**src/rtl/nibble_serial_adder_ctrl_if.sv**
```systemverilog
// nibble_serial_adder_ctrl_if: operand request and result handshake bundle
interface nibble_serial_adder_ctrl_if #(parameter int WIDTH = 16);
  logic             in_valid;
  logic             in_ready;
  logic [WIDTH-1:0] in_a;
  logic [WIDTH-1:0] in_b;
  logic             in_cin;
  logic             in_sub;
  logic             out_valid;
  logic             out_ready;
  logic [WIDTH-1:0] out_sum;
  logic             out_cout;
  logic             out_ovf;
  modport master (
    output in_valid, in_a, in_b, in_cin, in_sub, out_ready,
    input  in_ready, out_valid, out_sum, out_cout, out_ovf
  );
  modport slave (
    input  in_valid, in_a, in_b, in_cin, in_sub, out_ready,
    output in_ready, out_valid, out_sum, out_cout, out_ovf
  );
endinterface

```
**src/rtl/nibble_serial_adder_ctrl.sv**
```systemverilog
// nibble_serial_adder_ctrl: wide add/subtract sequenced through one 4-bit slice, LSB nibble first
module nibble_serial_adder_ctrl #(
  parameter int WIDTH = 16
) (
  input logic                        clk,
  input logic                        rst,
  nibble_serial_adder_ctrl_if.slave  bus
);
  localparam int NIB = WIDTH / 4;
  localparam int CW  = NIB > 1 ? $clog2(NIB) : 1;
  typedef enum logic [1:0] {IDLE, RUN, DONE} state_t;
  state_t           state_q, state_d;
  logic [CW-1:0]    cnt_q;
  logic [WIDTH-1:0] a_q, b_q, sum_q;
  logic             c_q, cout_q, ovf_q;
  logic [3:0]       a_n, b_n, lo;
  logic [4:0]       full;
  logic             last, accept;
  assign a_n    = a_q[4*int'(cnt_q) +: 4];
  assign b_n    = b_q[4*int'(cnt_q) +: 4];
  assign lo     = {1'b0, a_n[2:0]} + {1'b0, b_n[2:0]} + {3'b0, c_q};
  assign full   = {1'b0, a_n} + {1'b0, b_n} + {4'b0, c_q};
  assign last   = cnt_q == CW'(NIB - 1);
  assign accept = bus.in_valid && state_q == IDLE;
  // state register
  always_ff @(posedge clk)
    state_q <= rst ? IDLE : state_d;
  // next state: accept -> RUN, last nibble -> DONE, sink handshake -> IDLE
  always_comb
    state_d = (state_q == IDLE && bus.in_valid) ? RUN :
              (state_q == RUN && last)          ? DONE :
              (state_q == DONE && bus.out_ready) ? IDLE : state_q;
  // handshake outputs decoded from state only
  always_comb begin
    bus.in_ready  = state_q == IDLE;
    bus.out_valid = state_q == DONE;
    bus.out_sum   = sum_q;
    bus.out_cout  = cout_q;
    bus.out_ovf   = ovf_q;
  end
  // operand latch on accept, one slice step per RUN cycle; B is pre-inverted for subtract
  always_ff @(posedge clk) begin
    if (rst) begin
      cnt_q  <= '0;
      a_q    <= '0;
      b_q    <= '0;
      c_q    <= 1'b0;
      sum_q  <= '0;
      cout_q <= 1'b0;
      ovf_q  <= 1'b0;
    end else if (accept) begin
      cnt_q <= '0;
      a_q   <= bus.in_a;
      b_q   <= bus.in_b ^ {WIDTH{bus.in_sub}};
      c_q   <= bus.in_sub | bus.in_cin;
    end else if (state_q == RUN) begin
      sum_q[4*int'(cnt_q) +: 4] <= full[3:0];
      c_q                       <= full[4];
      cnt_q                     <= last ? cnt_q : cnt_q + 1'b1;
      cout_q                    <= last ? full[4] : cout_q;
      ovf_q                     <= last ? lo[3] ^ full[4] : ovf_q;
    end
  end
endmodule
```
**src/flat_wrapper.sv**
```systemverilog
// flat-port wrapper written by rule: the top's interface ports become plain ports
module nibble_serial_adder_ctrl_flat 
#(
  parameter int WIDTH = 16
)
  (clk, rst, bus_in_valid, bus_in_a, bus_in_b, bus_in_cin, bus_in_sub, bus_out_ready, bus_in_ready, bus_out_valid, bus_out_sum, bus_out_cout, bus_out_ovf);
  nibble_serial_adder_ctrl_if #(.WIDTH(WIDTH)) bus_i ();
  input logic clk;
  input logic rst;
  input wire logic [$bits(bus_i.in_valid)-1:0] bus_in_valid;
  input wire logic [$bits(bus_i.in_a)-1:0] bus_in_a;
  input wire logic [$bits(bus_i.in_b)-1:0] bus_in_b;
  input wire logic [$bits(bus_i.in_cin)-1:0] bus_in_cin;
  input wire logic [$bits(bus_i.in_sub)-1:0] bus_in_sub;
  input wire logic [$bits(bus_i.out_ready)-1:0] bus_out_ready;
  output wire logic [$bits(bus_i.in_ready)-1:0] bus_in_ready;
  output wire logic [$bits(bus_i.out_valid)-1:0] bus_out_valid;
  output wire logic [$bits(bus_i.out_sum)-1:0] bus_out_sum;
  output wire logic [$bits(bus_i.out_cout)-1:0] bus_out_cout;
  output wire logic [$bits(bus_i.out_ovf)-1:0] bus_out_ovf;
  assign bus_i.in_valid = bus_in_valid;
  assign bus_i.in_a = bus_in_a;
  assign bus_i.in_b = bus_in_b;
  assign bus_i.in_cin = bus_in_cin;
  assign bus_i.in_sub = bus_in_sub;
  assign bus_i.out_ready = bus_out_ready;
  assign bus_in_ready = bus_i.in_ready;
  assign bus_out_valid = bus_i.out_valid;
  assign bus_out_sum = bus_i.out_sum;
  assign bus_out_cout = bus_i.out_cout;
  assign bus_out_ovf = bus_i.out_ovf;
  nibble_serial_adder_ctrl #(.WIDTH(WIDTH)) u_core (.clk(clk), .rst(rst), .bus(bus_i));
endmodule
```
**config.mk**
```make
export PLATFORM = sky130hd
export DESIGN_NAME = nibble_serial_adder_ctrl_flat
export DESIGN_NICKNAME = d
export VERILOG_FILES = /design/src/rtl/nibble_serial_adder_ctrl_if.sv /design/src/rtl/nibble_serial_adder_ctrl.sv /design/src/flat_wrapper.sv
export SDC_FILE = /design/constraint.sdc
export NUM_CORES = 1
export LEC_CHECK = 0
export BUFFER_PORTS_ARGS = -buffer_cell sky130_fd_sc_hd__buf_2
export CAP_MARGIN = 20
export CORE_AREA = 3 3 99 101
export CTS_CLUSTER_SIZE = 28
export DETAILED_ROUTE_END_ITERATION = 10
export DIE_AREA = 0 0 102 104
export GPL_ROUTABILITY_DRIVEN = 0
export PLACE_DENSITY = 0.45
export RECOVER_POWER = 25
export SETUP_SLACK_MARGIN = 0.02
export SYNTH_ARGS = -nofsm -noshare
export SYNTH_HDL_FRONTEND = slang
export SYNTH_SLANG_ARGS = --single-unit
export TNS_END_PERCENT = 10
```
**constraint.sdc**
```tcl
create_clock -name clk -period 4.45 [get_ports clk]
set_input_delay 0.89 -clock clk [delete_from_list [all_inputs] [get_ports clk]]
set_output_delay 0.89 -clock clk [all_outputs]
set_load 0.01 [all_outputs]
```
==> impl_metrics.tcl <==
set metrics [dict create \
    drt_iter0_drc 75 \
    yosys_warnings 0 \
    nets 366 \
    ff2ff_setup_slack_ns 1.49 \
    via_count 2027 \
    fmax_ghz 0.315 \
    hp-start "u_core.a_q[1]$_SDFFE_PP0P_" \
    grt_start_max_net_pins 56 \
    path_cells "buf_2 -> clkbuf_1 -> nor3_1" \
    ys_seq_area_frac 0.414 \
    cts.reportedPaths.clkPinSlew_ns 0.09 \
    synth_edf_count 0 \
    synth_area_per_cell_sq_um 9.89 \
    cp_top_family "buffers and inverters" \
    power.internal_mw 0.746 \
    rr_endpoint "u_core.bus.out_ovf$_SDFFE_PP0P_" \
    fillCellCount 1007 \
    fp.dieW_microns 102 \
    cp_slowest_cell "clkbuf_1" \
    timing.rr.start "u_core.cnt_q[0]$_SDFFE_PP0P_" \
    syn_nets 318 \
    cp_slowest_stage_delay_ns 2.01 \
    grt_pass1_vias 1973 \
    htreeDepth 2 \
    maxCapViolCount 1 \
    start_util 0.292 \
    core_area_sq_mm 0.00911 \
    placed_cells 421 \
    share_clk_of_total_power 0.287 \
    hold_class "reg2reg" \
    worst-path-max-fanout 55 \
    worst_pin_slew_ns 2.87 \
    peakVddDrop_mv 0.112 \
    fin_tns_setup_ns 0 \
    die_area_sq_mm 0.0106 \
    totalWireLength_microns 6190 \
    portBuffers 57 \
    slew_violations 56 \
    cp.arrival_ns 3.23 \
    io_pins 58 \
    critical_path_required_ns 4.51 \
    place_hpwl_microns 4550 \
    tritoncts "yes" \
    max_slew_margin -0.915 \
    postCtsHoldBufs 0 \
    whs_ns 0.458 \
    async_reset_ff_frac 0 \
    combPwrFrac 0.187 \
    cts_root_buf "clkbuf_8" \
    cts_resized 0 \
    antenna_found_initial 0 \
    whs_endpoint "u_core.a_q[1]$_SDFFE_PP0P_" \
    setup_viol 0 \
    ys_seq_elements 55 \
    violations "max-capacitance violations, max-slew violations" \
    leakagePower_nw 1.15 \
    numCtsBuffers 5 \
    p_seq_frac 0.526 \
    fp.dieH_microns 104 \
    wl_per_cell_microns 14.4 \
    grt_pass1_wl_microns 10200 \
    netlist_area_sq_mm 0.00266 \
    period_minus_slack_ns 3.17 \
    switching_share 0.274 \
    fin_crit_sh 0.713 \
    powerDensity_mw_per_mm2 336 \
    end_kind "flop" \
    critical_path_buf_inv_count 2 \
    synth_cells 269 \
    outcome "finished with violations" \
    routed_via_density 4.72 \
    antenna_left 0 \
    track_usage 0.119 \
    rsz0062_at_grt "no" \
    cts_setup_buffers 0 \
    holdPathStages 2 \
    ys_types 39 \
    grt-ovfl-total 0 \
    skew_ns 0.00564 \
    synth_ff_type "dfxtp_1" \
    critical_path_class "in2reg" \
    start_kind "input port" \
    rr_worst_depth 7 \
    drcViolationCount 0 \
    antenna_cells 0 \
    cts_sinks 55 \
    cts_max_path_buffers 2 \
    drive_above_1_share 0.252 \
    hold_violations 0 \
    instances_no_fill 429 \
    synthToLayoutAreaGrowth_pct 14.9 \
    p_switching_mw 0.282 \
    p_total_mw 1.03 \
    row_count 35 \
    drtPass1Iterations 4 \
    insertion_delay_ns 0.30 \
]
[synth_stat cells (4+ instances only)]
library cell	number	area [sq um]
buf_4	5	37.5
a22oi_1	12	90.1
nor2_1	39	146
xnor2_1	17	149
buf_2	4	20.0
a211oi_1	4	30.0
a21oi_1	22	110
dfxtp_1	55	1100
nand2_1	38	143
a211oi_2	16	200
mux4_2	8	180
ha_1	9	113
clkbuf_1	5	18.8
[registers in the layout, indices dropped and copies added (netlist names)]
register             flops
u_core.bus.out_sum      16
u_core.bus.out_cout      1
u_core.b_q              16
u_core.bus.out_ovf       1
u_core.state_q           2
u_core.c_q               1
u_core.cnt_q             2
u_core.a_q              16
[cells by family after synthesis]
group           count (synthesis)  synth area share
compound gates                 62             0.184
fa+ha+maj                      11            0.0574
flops                          55             0.414
xor+xnor                       19            0.0625
simple gates                   93             0.165
mux                             8            0.0677
buf+inv                        21            0.0498
[worst max-delay path by stage]
stage,start,end,slack (ns),cells after the start
6_report,rst,u_core.cnt_q[1]$_SDFFE_PP0P_,1.28,3
5_1_grt,rst,u_core.cnt_q[1]$_SDFFE_PP0P_,0.95,3
4_1_cts,u_core.cnt_q[0]$_SDFFE_PP0P_,u_core.bus.out_ovf$_SDFFE_PP0P_,1.55,7
3_5_place_dp,u_core.cnt_q[0]$_SDFFE_PP0P_,u_core.bus.out_ovf$_SDFFE_PP0P_,1.57,7
3_3_place_gp,u_core.cnt_q[0]$_SDFFE_PP0P_,u_core.bus.out_ovf$_SDFFE_PP0P_,1.64,7
2_1_floorplan,u_core.cnt_q[0]$_SDFFE_PP0P_,u_core.bus.out_ovf$_SDFFE_PP0P_,1.56,8
[power groups by stage]
stage	Combinational, mW	Clock, mW	Sequential, mW
after detailed placement	0.196	0	0.552
after global placement	0.192	0	0.553
after CTS	0.196	0.308	0.541
after floorplan	0.145	0	0.546
final	0.192	0.295	0.541
after global routing	0.215	0.328	0.546
[layout make-up]
cell class / instances / area [sq um] / area share
Multi-Input combinational cell: 193 / 1430 / 0.467
Sequential cell: 55 / 1100 / 0.360
Timing Repair Buffer: 59 / 277 / 0.0905
Tap cell: 111 / 139 / 0.0454
Clock buffer: 8 / 100 / 0.0327
Inverter: 3 / 11.3 / 0.00368
[cell usage in the layout (no fill, tap or decap), types with 2 or more instances in the layout]
cell	count
a32oi_1	3
buf_2	41
xor2_1	2
dfxtp_1	55
inv_1	3
a21oi_1	22
a211oi_2	16
nor2_1	39
a22oi_1	12
nand2_1	38
o21ai_0	2
clkbuf_8	7
xnor2_1	17
fa_1	2
nor3_1	2
mux4_2	8
ha_1	9
a211oi_1	4
clkbuf_1	18
[through the flow]
| stage | area, sq um | utilization | worst slack [ns] |
|---|---|---|---|
| floorplan | 2660 | - | 1.56 |
| global placement | 2980 | 0.327 | 1.64 |
| detailed placement | 2980 | 0.327 | 1.57 |
| CTS | 3080 | 0.338 | 1.55 |
| global route | 3060 | 0.336 | 0.951 |
| finish | 3060 | 0.336 | 1.28 |
[worst reg2reg max path, cell delays in order, from the launching register on]
cell and delay (ns):
dfxtp_1 0.54, mux4_2 0.57, fa_1 0.45, fa_1 0.42, a21o_1 0.20, a21oi_1 0.27, xor2_1 0.18, a211oi_1 0.09
[layer usage]
layer  up-vias  global-route usage  wire length [microns]
met3         2              0.0309                    298
met1       951               0.173                   3070
met2        39               0.175                   2780
met5         -                   0                      0
met4         0              0.0281                     34
li1       1035                   -                      -
Power figures use the tool's default switching activity.
